[src/rtl/serial_mag_comp_ctrl_pkg.sv]
// -----------------------------------------------------------------------------
// cmp_pkg
// Shared types for the serial magnitude comparator: the controller state
// encoding, the one-hot result record and a helper that turns the
// single-bit "A greater" decision into a full verdict.
// -----------------------------------------------------------------------------
package cmp_pkg;

   typedef enum logic [1:0] {
      IDLE = 2'd0,
      SCAN = 2'd1,
      DONE = 2'd2
   } state_t;

   typedef struct packed {
      logic gt;
      logic eq;
      logic lt;
   } cmp_res_t;

   localparam cmp_res_t RES_NONE = 3'b000;
   localparam cmp_res_t RES_EQ   = 3'b010;

   // Verdict for the first differing bit: exactly one of gt/lt is set.
   function automatic cmp_res_t verdict(input logic bit_gt);
      cmp_res_t res;
      res.gt = bit_gt;
      res.eq = 1'b0;
      res.lt = ~bit_gt;
      return res;
   endfunction

endpackage

[src/rtl/serial_mag_comp_ctrl_if.sv]
// -----------------------------------------------------------------------------
// serial_mag_comp_ctrl_if
// Operand and result handshakes of the serial magnitude comparator.
//   in_valid/in_ready/a/b        : operand pair, valid/ready
//   out_valid/out_ready/gt/eq/lt : one-hot result, valid/ready
//   busy, bits_used              : status
// The master modport is the producer/consumer side, the slave modport is
// the comparator.
// -----------------------------------------------------------------------------
interface serial_mag_comp_ctrl_if #(
   parameter int WIDTH = 4
);
   localparam int BW = $clog2(WIDTH) + 1;

   logic             in_valid;
   logic             in_ready;
   logic [WIDTH-1:0] a;
   logic [WIDTH-1:0] b;
   logic             out_valid;
   logic             out_ready;
   logic             gt;
   logic             eq;
   logic             lt;
   logic             busy;
   logic [BW-1:0]    bits_used;

   modport master (
      output in_valid, a, b, out_ready,
      input  in_ready, out_valid, gt, eq, lt, busy, bits_used
   );

   modport slave (
      input  in_valid, a, b, out_ready,
      output in_ready, out_valid, gt, eq, lt, busy, bits_used
   );

endinterface

[src/rtl/serial_mag_comp_ctrl_slice.sv]
// -----------------------------------------------------------------------------
// bit_cmp_slice
// Single-bit compare slice, purely combinational.
//   i0, i1 : the two operand bits (A, B)
//   eq     : i0 == i1 (sum-of-products XNOR)
//   gt     : i0 > i1
// -----------------------------------------------------------------------------
module bit_cmp_slice (
   input  logic i0,
   input  logic i1,
   output logic eq,
   output logic gt
);

   assign eq = (i0 & i1) | (~i0 & ~i1);
   assign gt = i0 & ~i1;

endmodule

[src/rtl/serial_mag_comp_ctrl.sv]
// -----------------------------------------------------------------------------
// serial_mag_comp_ctrl
// N-bit unsigned magnitude comparator built from one time-shared single-bit
// compare slice. An operand pair is accepted in IDLE, scanned MSB first one
// bit per clock in SCAN, and the one-hot result is presented in DONE until
// the consumer takes it.
//   clk, rst : clock, asynchronous active-high reset
//   bus      : slave side of serial_mag_comp_ctrl_if (operand/result
//              handshakes, busy, bits_used)
// Parameters:
//   WIDTH      : operand width, 2..32
//   EARLY_EXIT : 1 = stop at the first differing bit, 0 = constant latency
// -----------------------------------------------------------------------------
module serial_mag_comp_ctrl
   import cmp_pkg::*;
#(
   parameter int WIDTH      = 4,
   parameter bit EARLY_EXIT = 1'b1
) (
   input  logic                 clk,
   input  logic                 rst,
   serial_mag_comp_ctrl_if.slave bus
);

   localparam int IW = $clog2(WIDTH);
   localparam int BW = IW + 1;

   state_t           r_state;
   logic [WIDTH-1:0] r_a;
   logic [WIDTH-1:0] r_b;
   logic [IW-1:0]    r_idx;
   cmp_res_t         r_res;
   logic             r_decided;   // a differing bit has already fixed the verdict
   logic             r_out_valid;
   logic             r_busy;
   logic [BW-1:0]    r_bits_used;

   logic w_bit_a;
   logic w_bit_b;
   logic w_bit_eq;
   logic w_bit_gt;
   logic w_exit;
   logic w_accept;

   // The one shared slice always looks at the bit selected by r_idx.
   assign w_bit_a = r_a[r_idx];
   assign w_bit_b = r_b[r_idx];

   bit_cmp_slice u_slice (
      .i0 (w_bit_a),
      .i1 (w_bit_b),
      .eq (w_bit_eq),
      .gt (w_bit_gt)
   );

   // Bit 0 is always the last one scanned, so idx never has to wrap.
   assign w_exit = (EARLY_EXIT && !w_bit_eq) || (r_idx == '0);

   // Gated by rst so no handshake can complete while reset is held.
   assign bus.in_ready = (r_state == IDLE) && !rst;
   assign w_accept     = bus.in_valid && bus.in_ready;

   // NOTE: every register here is state updated on the clock edge, so all
   // assignments are non-blocking; blocking ones would let later statements
   // see this cycle's new values and break the one-bit-per-clock scan.
   always_ff @(posedge clk or posedge rst) begin
      if (rst) begin
         r_state     <= IDLE;
         // NOTE: the operand registers are plain flops, not a memory, so
         // resetting them is cheap and keeps the slice inputs defined.
         r_a         <= '0;
         r_b         <= '0;
         r_idx       <= '0;
         r_res       <= RES_NONE;
         r_decided   <= 1'b0;
         r_out_valid <= 1'b0;
         r_busy      <= 1'b0;
         r_bits_used <= '0;
      end else begin
         case (r_state)
            IDLE: begin
               if (w_accept) begin
                  r_a       <= bus.a;
                  r_b       <= bus.b;
                  r_idx     <= IW'(WIDTH - 1);
                  r_res     <= RES_NONE;
                  r_decided <= 1'b0;
                  r_busy    <= 1'b1;
                  r_state   <= SCAN;
               end
            end

            SCAN: begin
               // Only the most significant differing bit decides; later bits
               // are still scanned when EARLY_EXIT=0 but cannot overwrite it.
               if (!r_decided && !w_bit_eq) begin
                  r_res     <= verdict(w_bit_gt);
                  r_decided <= 1'b1;
               end
               if (w_exit) begin
                  r_state     <= DONE;
                  r_out_valid <= 1'b1;
                  r_bits_used <= BW'(WIDTH) - BW'(r_idx);
                  if (!r_decided && w_bit_eq) begin
                     r_res <= RES_EQ;
                  end
               end else begin
                  r_idx <= r_idx - 1'b1;
               end
            end

            DONE: begin
               if (bus.out_ready) begin
                  r_state     <= IDLE;
                  r_out_valid <= 1'b0;
                  r_busy      <= 1'b0;
               end
            end

            default: begin
               r_state <= IDLE;
            end
         endcase
      end
   end

   assign bus.out_valid = r_out_valid;
   assign bus.gt        = r_res.gt;
   assign bus.eq        = r_res.eq;
   assign bus.lt        = r_res.lt;
   assign bus.busy      = r_busy;
   assign bus.bits_used = r_bits_used;

endmodule

[src/flat_wrapper.sv]
// flat-port wrapper written by rule: the top's interface ports become plain ports
module serial_mag_comp_ctrl_flat import cmp_pkg::*;
#(
   parameter int WIDTH      = 4,
   parameter bit EARLY_EXIT = 1'b1
)
  (clk, rst, bus_in_valid, bus_a, bus_b, bus_out_ready, bus_in_ready, bus_out_valid, bus_gt, bus_eq, bus_lt, bus_busy, bus_bits_used);
  serial_mag_comp_ctrl_if #(.WIDTH(WIDTH)) bus_i ();
  input  logic clk;
  input  logic rst;
  input wire logic [$bits(bus_i.in_valid)-1:0] bus_in_valid;
  input wire logic [$bits(bus_i.a)-1:0] bus_a;
  input wire logic [$bits(bus_i.b)-1:0] bus_b;
  input wire logic [$bits(bus_i.out_ready)-1:0] bus_out_ready;
  output wire logic [$bits(bus_i.in_ready)-1:0] bus_in_ready;
  output wire logic [$bits(bus_i.out_valid)-1:0] bus_out_valid;
  output wire logic [$bits(bus_i.gt)-1:0] bus_gt;
  output wire logic [$bits(bus_i.eq)-1:0] bus_eq;
  output wire logic [$bits(bus_i.lt)-1:0] bus_lt;
  output wire logic [$bits(bus_i.busy)-1:0] bus_busy;
  output wire logic [$bits(bus_i.bits_used)-1:0] bus_bits_used;
  assign bus_i.in_valid = bus_in_valid;
  assign bus_i.a = bus_a;
  assign bus_i.b = bus_b;
  assign bus_i.out_ready = bus_out_ready;
  assign bus_in_ready = bus_i.in_ready;
  assign bus_out_valid = bus_i.out_valid;
  assign bus_gt = bus_i.gt;
  assign bus_eq = bus_i.eq;
  assign bus_lt = bus_i.lt;
  assign bus_busy = bus_i.busy;
  assign bus_bits_used = bus_i.bits_used;
  serial_mag_comp_ctrl #(.WIDTH(WIDTH), .EARLY_EXIT(EARLY_EXIT)) u_core (.clk(clk), .rst(rst), .bus(bus_i));
endmodule
[config.mk]
export PLATFORM = sky130hd
export DESIGN_NAME = serial_mag_comp_ctrl_flat
export DESIGN_NICKNAME = d
export VERILOG_FILES = /design/src/rtl/serial_mag_comp_ctrl_pkg.sv /design/src/rtl/serial_mag_comp_ctrl_if.sv /design/src/rtl/serial_mag_comp_ctrl_slice.sv /design/src/rtl/serial_mag_comp_ctrl.sv /design/src/flat_wrapper.sv
export SDC_FILE = /design/constraint.sdc
export NUM_CORES = 1
export LEC_CHECK = 0
export CAP_MARGIN = 25
export CORE_ASPECT_RATIO = 0.75
export CORE_MARGIN = 4
export CORE_UTILIZATION = 48
export DETAILED_ROUTE_END_ITERATION = 8
export PLACE_DENSITY = 0.76
export SYNTH_ARGS = -nofsm -noshare
export SYNTH_HDL_FRONTEND = slang
export SYNTH_HIERARCHICAL = 1
export SYNTH_SLANG_ARGS = --single-unit
export TNS_END_PERCENT = 5
[constraint.sdc]
create_clock -name clk -period 3.1 [get_ports clk]
set_clock_uncertainty 0.2 [all_clocks]
set_input_delay 0.465 -clock clk [delete_from_list [all_inputs] [get_ports clk]]
set_output_delay 0.465 -clock clk [all_outputs]
set_load 0.02 [all_outputs]
Word level (Yosys, flattened, before mapping):

Cells that the tools add are included.

* $add $sub $neg: 2
* magnitude comparators: 1
* equality and inequality tests: 7
* muxes and demuxes: 24
* bitwise logic cells: 7
* reductions and logical operators: 21

Operator list (count)
* $reduce_and A3 Y1: 5
* $mux W3: 4
* $mux W2: 5
* $mux W1: 7
* $ne A2 B1 Y1 const B: 3
* $pmux W1 S2: 3
* $pmux W2 S3: 1
* $pmux W3 S2: 1
* $reduce_and A2 Y1: 3
* $reduce_bool A2 Y1: 3
* $bmux W1 S2: 2
* $logic_and A1 B1 Y1: 4
* $logic_not A2 Y1: 2
* $ne A2 B2 Y1 const B: 2
* $pmux W2 S2: 1
* $and A1 B1 Y1: 3
* $logic_not A1 Y1: 3
* $lt A2 B3 Y1 const B: 1
* $not A1 Y1: 3
* $sub A3 B2 Y3 const A: 1
* $eq A2 B1 Y1 const B: 1
* $eq A2 B2 Y1 const B: 1
* $sub A2 B1 Y2 const B: 1
* $logic_or A1 B1 Y1: 1
* $or A1 B1 Y1: 1

* register bits after elaboration: 21
* output and inout bits: 9
* word-level logic and storage cells: 73

Depth between registers and ports, before layout:

Gate-level depths: netlist of the first run.

* word-level depth: 11
* depth in mapped cells: 6
* gate-level depth less buffers: 6

Cells and area by module:

Netlist of the first run, hierarchy kept.

By module, submodules not included
* serial_mag_comp_ctrl: times used 1, cells an instance 86, area an instance 949.7 sq um, seq. area each 525.5 sq um
* bit_cmp_slice: times used 1, cells an instance 2, area an instance 16.3 sq um, seq. area each 0.0 sq um

Worst setup path after synthesis of the first run:

No wires, ideal clock.

* path kind: register to register
* from: register u_core.r_idx[0]
* to: register u_core.r_res (netlist bit u_core/bus.gt)
* arrival: 1987 ps
* slack: 791 ps
* cell stages (with the launch flop): 6
* path buffers: 0
* cells stage by stage: dfrtp_1 -> mux4_2 -> ha_1 -> nor2b_1 -> or3_1 -> a32o_1

* longest elaborated chain between the ends: 11
* elaborated cells on any way between the ends: 19
* those cells by class: 8 x mux; 6 x bitwise; 5 x reduce/logical

Ends and longest elaborated chain
* start: declaration: RTL line serial_mag_comp_ctrl.sv:31 `logic [IW-1:0] r_idx;`
* start signal: assignment: RTL line serial_mag_comp_ctrl.sv:85 `r_idx <= IW'(WIDTH - 1);`
* start signal: assignment: RTL line serial_mag_comp_ctrl.sv:108 `r_idx <= r_idx - 1'b1;`
* $bmux W1 S2 (*): RTL line serial_mag_comp_ctrl.sv:46 `assign w_bit_a = r_a[r_idx];`
* $mux W1 (implied by the code) (*): RTL line serial_mag_comp_ctrl.sv:46
* via u_core.w_bit_a: RTL line serial_mag_comp_ctrl.sv:38 `logic w_bit_a;`
* $not A1 Y1: RTL line serial_mag_comp_ctrl_slice.sv:15 `assign eq = (i0 & i1) | (~i0 & ~i1);`
* $and A1 B1 Y1: RTL line serial_mag_comp_ctrl_slice.sv:15
* $or A1 B1 Y1 (*): RTL line serial_mag_comp_ctrl_slice.sv:15
* via u_core.w_bit_eq: RTL line serial_mag_comp_ctrl.sv:40 `logic w_bit_eq;`
* $logic_not A1 Y1: RTL line serial_mag_comp_ctrl.sv:57, serial_mag_comp_ctrl.sv:96
* $logic_and A1 B1 Y1: RTL line serial_mag_comp_ctrl.sv:96 `if (!r_decided && !w_bit_eq) begin`
* $mux W3: RTL line serial_mag_comp_ctrl.sv:96
* $mux W3: RTL line serial_mag_comp_ctrl.sv:104 `if (!r_decided && w_bit_eq) begin`
* $mux W3 (*): RTL line serial_mag_comp_ctrl.sv:100 `if (w_exit) begin`
* $pmux W3 S2 (*): RTL line serial_mag_comp_ctrl.sv:80 `case (r_state)`
* end signal: assignment: RTL line serial_mag_comp_ctrl.sv:97 `r_res <= verdict(w_bit_gt);`
* end: declaration: RTL line serial_mag_comp_ctrl.sv:32 `cmp_res_t r_res;`

The timed path passes the listed nets; every way through them passes the cells marked *. The select of a mux whose other input is x is not followed.
A chain may end at the register's enable or synchronous reset.

Worst setup path in the final report of the first run:

* from: register u_core.r_idx[0]
* to: register u_core.r_res (netlist bit u_core/bus.lt)

The elaborated chain is that of the path after synthesis.

==> results.py, run 1 <==
metrics = {
    "synth": {
        "yosysSeqAreaShare_pct": 54.4,
        "muxShareOfSynthArea_pct": 6.99,
        "ys_types": 26,
        "synth_fa_ha_area_share_pct": 2.59,
        "synth_xor_area_share_pct": 0,
        "synth.ff_latch_count": 21,
        "synth-compound-area-share_pct": 8.55,
        "syn_nets": 102,
        "netlist_instances": 88,
        "yosys_warnings": 6,
        "synth_area_um2": 966,
        "avgSynthCellArea_um2": 11.0,
        "synth_top_family_by_area": "simple AND/OR/NAND/NOR gates",
        "synth-simple-area-share_pct": 22.0,
    },
    "critical_path": {
        "arrival_ns": 2.47,
        "critPathMaxFanout": 6,
        "crit_required_ns": 3.11,
        "worst-setup-path-type": "reg2reg",
        "worst_setup_path_end_kind": "flip-flop",
        "start_kind": "flip-flop",
    },
    "detailed_routing": {
        "via_per_inst": 5.31,
        "drc": 0,
        "wl_per_cell_um": 13.8,
        "vias": 695,
        "drtIter0Drc": 22,
        "postRouteAntennaNets": 0,
        "wl_mm": 1.81,
        "drtPass1Iterations": 4,
    },
    "clock_tree": {
        "cts_max_level": 1,
        "clk_pin_slew_ns": 0.11,
        "clkSinkCount": 21,
        "numCtsBuffers": 3,
        "clock_latency_ns": 0.31,
        "cts_setup_buffers": 0,
        "clock_tree.buffer_depth": 2,
        "cts_tree": "yes",
        "cts-root-buf": "clkbuf_4",
        "cts_hold_buf": 0,
        "cts_resized": 0,
    },
    "global_routing": {
        "grt_max_degree": 22,
        "antenna_found_initial": 0,
        "grt_pass1_vias": 680,
        "track_usage_pct": 15.7,
        "grt_pass1_wl_mm": 3.11,
        "grt_remaining_overflow": 0,
    },
    "die": {
        "die_x_um": 59.8,
        "core_area_um2": 1820,
        "io_pins": 21,
        "die_area_um2": 2800,
        "die_h_um": 46.9,
        "initial_utilization_pct": 53.0,
        "rows": 13,
    },
    "power": {
        "p_int_w": 0.000732,
        "clkPwrFrac_pct": 11.1,
        "p_leak_nw": 0.574,
        "power_frac_seq_pct": 41.6,
        "max-vdd-ir-drop_mv": 0.526,
        "switching_share_pct": 37.8,
        "power_switching_w": 0.000445,
        "combPwrFrac_pct": 47.3,
        "powerDensity_nw_per_um2": 990,
    },
    "timing": {
        "max_slew_margin_pct": 48.4,
        "min_period_ns": 2.46,
        "slew_violations": 0,
        "setup_tns_ns": 0,
        "hold_violations": 0,
        "rsz0062_at_grt": "no",
        "tightest_slew_ns": 0.774,
        "finalSetupViolCount": 0,
        "finalCritPeriodShare_pct": 79.5,
        "fmax_mhz": 406,
    },
    "layout": {
        "mostFrequentLayoutCells": "nand2_1 (26), dfrtp_1 (21), clkdlybuf4s50_1 (20)",
        "drive_gt1_share_pct": 10.1,
        "areaGrowthSynthToFinish_pct": 23.2,
        "diodes": 0,
        "final_common_cell": "nand2_1",
        "fill_cells": 155,
        "final_area_um2": 1190,
        "final_nets": 124,
    },
    "place": {
        "placedInstanceArea_um2": 1160,
        "gp_congestion": 0.744,
        "dp_hpwl_mm": 1.34,
        "io_buffers": 20,
    },
    "status": {
        "status": "completed",
    },
    "min_path": {
        "hold_class": "reg2reg",
    },
    "run": {
        "maxCapViolations": 0,
    },
}
## power by group through the flow
stage	Sequential, W	Clock [W]	Combinational (W)
3_3_place_gp	0.000493	0	0.000547
2_1_floorplan	0.000505	0	0.000378
5_1_grt	0.000509	0.000146	0.000616
6_report	0.000490	0.000131	0.000557
4_1_cts	0.000490	0.000137	0.000556
3_5_place_dp	0.000496	0	0.000555
## metrics by stage
stage	worst slack, ns	instances	hold WS, ns	util (%)	power, W
after floorplan	0.791	88	0.240	-	0.000883
after global placement	0.703	127	0.262	63.9	0.00104
after detailed placement	0.680	127	0.258	63.9	0.00105
after CTS	0.646	131	0.285	65.3	0.00118
after global routing	0.543	131	0.320	65.3	0.00127
final	0.636	131	0.283	65.3	0.00118
## cell families after synthesis
logic type                 count (synthesis)
AOI/OAI and AO/OA                         11
and+or+nand+nor                           41
adders and majority gates                  2
muxes                                      4
buffers and inverters                      9
DFF                                       21
## cells in the mapped netlist
cell | count | area share (%)
nand2_1 | 26 | 10
o21ai_0 | 2 | 1.0
a21boi_0 | 1 | 0.78
mux2_2 | 2 | 2.3
or3_1 | 1 | 0.65
nand3b_1 | 1 | 0.78
dfrtp_1 | 21 | 54
o22a_1 | 1 | 0.91
mux4_2 | 2 | 4.7
buf_6 | 2 | 2.3
nor2_1 | 3 | 1.2
nor2b_1 | 1 | 0.65
o22ai_1 | 1 | 0.65
nand2b_1 | 2 | 1.3
buf_4 | 1 | 0.78
nor4b_4 | 1 | 2.5
a21oi_1 | 1 | 0.52
ha_1 | 2 | 2.6
a2bb2oi_1 | 2 | 1.8
a32o_1 | 2 | 2.1
inv_1 | 6 | 2.3
or4b_4 | 1 | 1.4
or2_2 | 1 | 0.65
a21o_1 | 1 | 0.78
and4bb_2 | 1 | 1.3
nor3_1 | 3 | 1.6
## registers in the layout, indices dropped and copies added, names as in the netlist
| register | count |
|---|---|
| u_core/r_b | 4 |
| u_core/r_decided | 1 |
| u_core/bus.bits_used | 3 |
| u_core/r_state | 2 |
| u_core/bus.lt | 1 |
| u_core/r_a | 4 |
| u_core/bus.eq | 1 |
| u_core/bus.busy | 1 |
| u_core/bus.gt | 1 |
| u_core/bus.out_valid | 1 |
| u_core/r_idx | 2 |
## cell type report
cell class                      instances  area (µm²)  share of cell area, %
Timing Repair Buffer                   20         200                   16.8
Multi-Input combinational cell         58         388                   32.6
Clock buffer                            4        26.3                   2.21
Inverter                                6        22.5                   1.89
Sequential cell                        21         526                   44.2
Tap cell                               22        27.5                   2.31
## worst max-delay path, stage by stage (launching register included)
cell and delay (ns):
dfrtp_1 0.49, mux4_2 0.55, ha_1 0.35, nor2b_1 0.18, or3_1 0.33, a32o_1 0.27
## path summary, 6_finish.rpt
check                                            start                            end  slack [ns]  cells after the start
max                        u_core/r_idx[0]$_DFFE_PP0P_      u_core/bus.lt$_DFFE_PP0P_        0.64                      5
max in group asynchronous                          rst      u_core/r_a[1]$_DFFE_PP0P_        1.68                      2
min in group asynchronous                          rst  u_core/r_state[1]$_DFFE_PP0P_        0.54                      2
max reg2reg                u_core/r_idx[0]$_DFFE_PP0P_      u_core/bus.lt$_DFFE_PP0P_        0.64                      5
min reg2reg                  u_core/r_a[3]$_DFFE_PP0P_      u_core/r_a[3]$_DFFE_PP0P_        0.28                      2
min                          u_core/r_a[3]$_DFFE_PP0P_      u_core/r_a[3]$_DFFE_PP0P_        0.28                      2
## routing by layer
metal  GRT usage, %  wire, µm  vias to the layer above
met2           23.5       787                       16
met1           21.4       895                      333
met4           6.64        24                        0
met5              0         0                        -
met3           4.95       102                        4
li1               -         -                      342
(Power assumes the default switching activity.)
==> inputs of run 2 (changes only) <==
Settings changed: CORE_UTILIZATION 48 to 44, PLACE_DENSITY 0.76 to 0.74.
Clock period 3.1 ns to 2.1 ns, I/O delays scaled along.
==> results.py, run 2 (synthesis results as in run 1) <==
metrics = {
    "status": {
        "status": "finished, violations left",
        "violations": "setup timing",
    },
    "clock_tree": {
        "numCtsBuffers": 3,
        "cts-root-buf": "clkbuf_4",
        "clkSinkCount": 21,
        "cts_hold_buf": 0,
        "clock_tree.buffer_depth": 2,
        "clock_latency_ns": 0.31,
        "clk_pin_slew_ns": 0.12,
        "cts_max_level": 1,
        "cts_tree": "yes",
    },
    "detailed_routing": {
        "vias": 741,
        "drc": 0,
        "wl_per_cell_um": 14.1,
        "postRouteAntennaNets": 0,
        "via_per_inst": 5.22,
        "drtPass1Iterations": 4,
        "wl_mm": 2.00,
        "drtIter0Drc": 10,
    },
    "global_routing": {
        "grt_pass1_wl_mm": 3.52,
        "grt_pass1_vias": 785,
        "grt_max_degree": 22,
        "antenna_found_initial": 0,
        "grt_remaining_overflow": 0,
        "track_usage_pct": 14.7,
    },
    "critical_path": {
        "r2r_end": "u_core/bus.gt$_DFFE_PP0P_",
        "cp_cell_sequence": "mux4_2 -> inv_2 -> ha_4 -> nor2b_4 -> or3_4 -> a32o_1",
        "rr_startpoint": "u_core/r_idx[0]$_DFFE_PP0P_",
        "crit_path_max_incr_delay_ns": 0.52,
        "ff2ff_path_depth": 6,
        "critPathSlowestCell": "mux4_2",
        "start_kind": "flip-flop",
        "worst_setup_path_end_kind": "flip-flop",
        "arrival_ns": 2.27,
        "critPathMaxFanout": 3,
        "worst-setup-path-type": "reg2reg",
        "regToRegSetupSlack_ns": -0.16,
        "crit_required_ns": 2.11,
    },
    "timing": {
        "hold_violations": 0,
        "setup_tns_ns": -0.594,
        "finalCritPeriodShare_pct": 108,
        "timing.hold.ws_ns": 0.283,
        "layout_setup_ws_ns": -0.160,
        "slew_violations": 0,
        "fmax_mhz": 442,
        "rsz0062_at_grt": "yes",
        "tightest_slew_ns": 0.304,
        "min_period_ns": 2.26,
        "max_slew_margin_pct": 79.7,
        "finalSetupViolCount": 5,
    },
    "place": {
        "dp_hpwl_mm": 1.52,
        "pre_cts_slack_ns": -0.181,
        "io_buffers": 20,
        "gp_congestion": 0.707,
    },
    "die": {
        "io_pins": 21,
        "die_area_um2": 3020,
        "die_x_um": 62.1,
        "rows": 14,
        "initial_utilization_pct": 47.1,
        "die_h_um": 48.6,
        "core_area_um2": 2050,
    },
    "layout": {
        "fill_cells": 171,
        "areaGrowthSynthToFinish_pct": 35.0,
        "final_common_cell": "nand2_1",
        "final_nets": 133,
        "mostFrequentLayoutCells": "nand2_1 (26), dfrtp_1 (21), clkdlybuf4s50_1 (19)",
        "diodes": 0,
        "drive_gt1_share_pct": 23.7,
    },
    "min_path": {
        "hold-path-cell-count": 2,
        "holdPathEnd": "u_core/r_b[3]$_DFFE_PP0P_",
        "hold_class": "reg2reg",
        "hold_start": "u_core/r_b[3]$_DFFE_PP0P_",
    },
    "run": {
        "maxCapViolations": 0,
    },
    "power": {
        "powerDensity_nw_per_um2": 1590,
        "max-vdd-ir-drop_mv": 0.895,
        "p_leak_nw": 0.633,
    },
}
[run 2: cell type report]
class                           count  area, µm²  share of cell area (%)
Clock inverter                      1       5.00                   0.384
Clock buffer                        3       22.5                    1.73
Timing Repair Buffer               29        267                    20.4
Tap cell                           24       30.0                    2.30
Sequential cell                    21        526                    40.3
Inverter                            6       22.5                    1.73
Multi-Input combinational cell     58        432                    33.1
[run 2: how the worst max path moves through the flow]
| stage | from | end | cells after the start | slack [ns] |
|---|---|---|---|---|
| 6_report | u_core/r_idx[0]$_DFFE_PP0P_ | u_core/bus.gt$_DFFE_PP0P_ | 6 | -0.16 |
| 5_1_grt | u_core/r_idx[0]$_DFFE_PP0P_ | u_core/bus.gt$_DFFE_PP0P_ | 6 | -0.24 |
| 4_1_cts | u_core/r_idx[0]$_DFFE_PP0P_ | u_core/bus.lt$_DFFE_PP0P_ | 6 | -0.19 |
| 3_5_place_dp | u_core/r_idx[0]$_DFFE_PP0P_ | u_core/bus.lt$_DFFE_PP0P_ | 6 | -0.18 |
| 3_3_place_gp | u_core/r_idx[0]$_DFFE_PP0P_ | u_core/bus.gt$_DFFE_PP0P_ | 6 | -0.12 |
| 2_1_floorplan | u_core/r_idx[0]$_DFFE_PP0P_ | u_core/bus.gt$_DFFE_PP0P_ | 6 | -0.16 |
[run 2: worst max-delay path: cells and delay by family, from the launching register on]
family / cells / cell delay [ns]
simple gates: 2 / 0.46
buf+inv: 1 / 0.08
flops: 1 / 0.42
fa+ha+maj: 1 / 0.21
mux: 1 / 0.52
compound gates: 1 / 0.26
[run 2: layer usage]
layer | up-vias | share of wire (%) | wire length, µm | track usage (%)
li1 | 360 | - | - | -
met1 | 358 | 44 | 878 | 17.7
met2 | 17 | 49 | 972 | 23.1
met3 | 6 | 5.6 | 112 | 6.02
met4 | 0 | 1.8 | 37 | 6.50
met5 | - | 0 | 0 | 0
[run 2: what timing repair did]
| item | CTS | global route |
|---|---|---|
| setup endpoints to repair | 7 | 9 |
| resized for setup | 6 | 2 |
| setup buffers | 0 | 1 |
| gates cloned | 0 | 0 |
| pin swaps | 3 | 3 |
[run 2: metrics by stage]
step	area, µm²	util [%]	total power, W	cells
after floorplan	978	-	0.00135	88
after global placement	1240	60.4	0.00172	137
after detailed placement	1240	60.4	0.00176	137
after CTS	1290	62.8	0.00203	141
after global routing	1300	63.6	0.00224	142
final	1300	63.6	0.00207	142
[run 2: power breakdown]
part	internal, W	switching [W]	total, W
clock	0.0000713	0.000123	0.000195
combinational	0.000656	0.000495	0.00115
sequential	0.000582	0.000146	0.000728
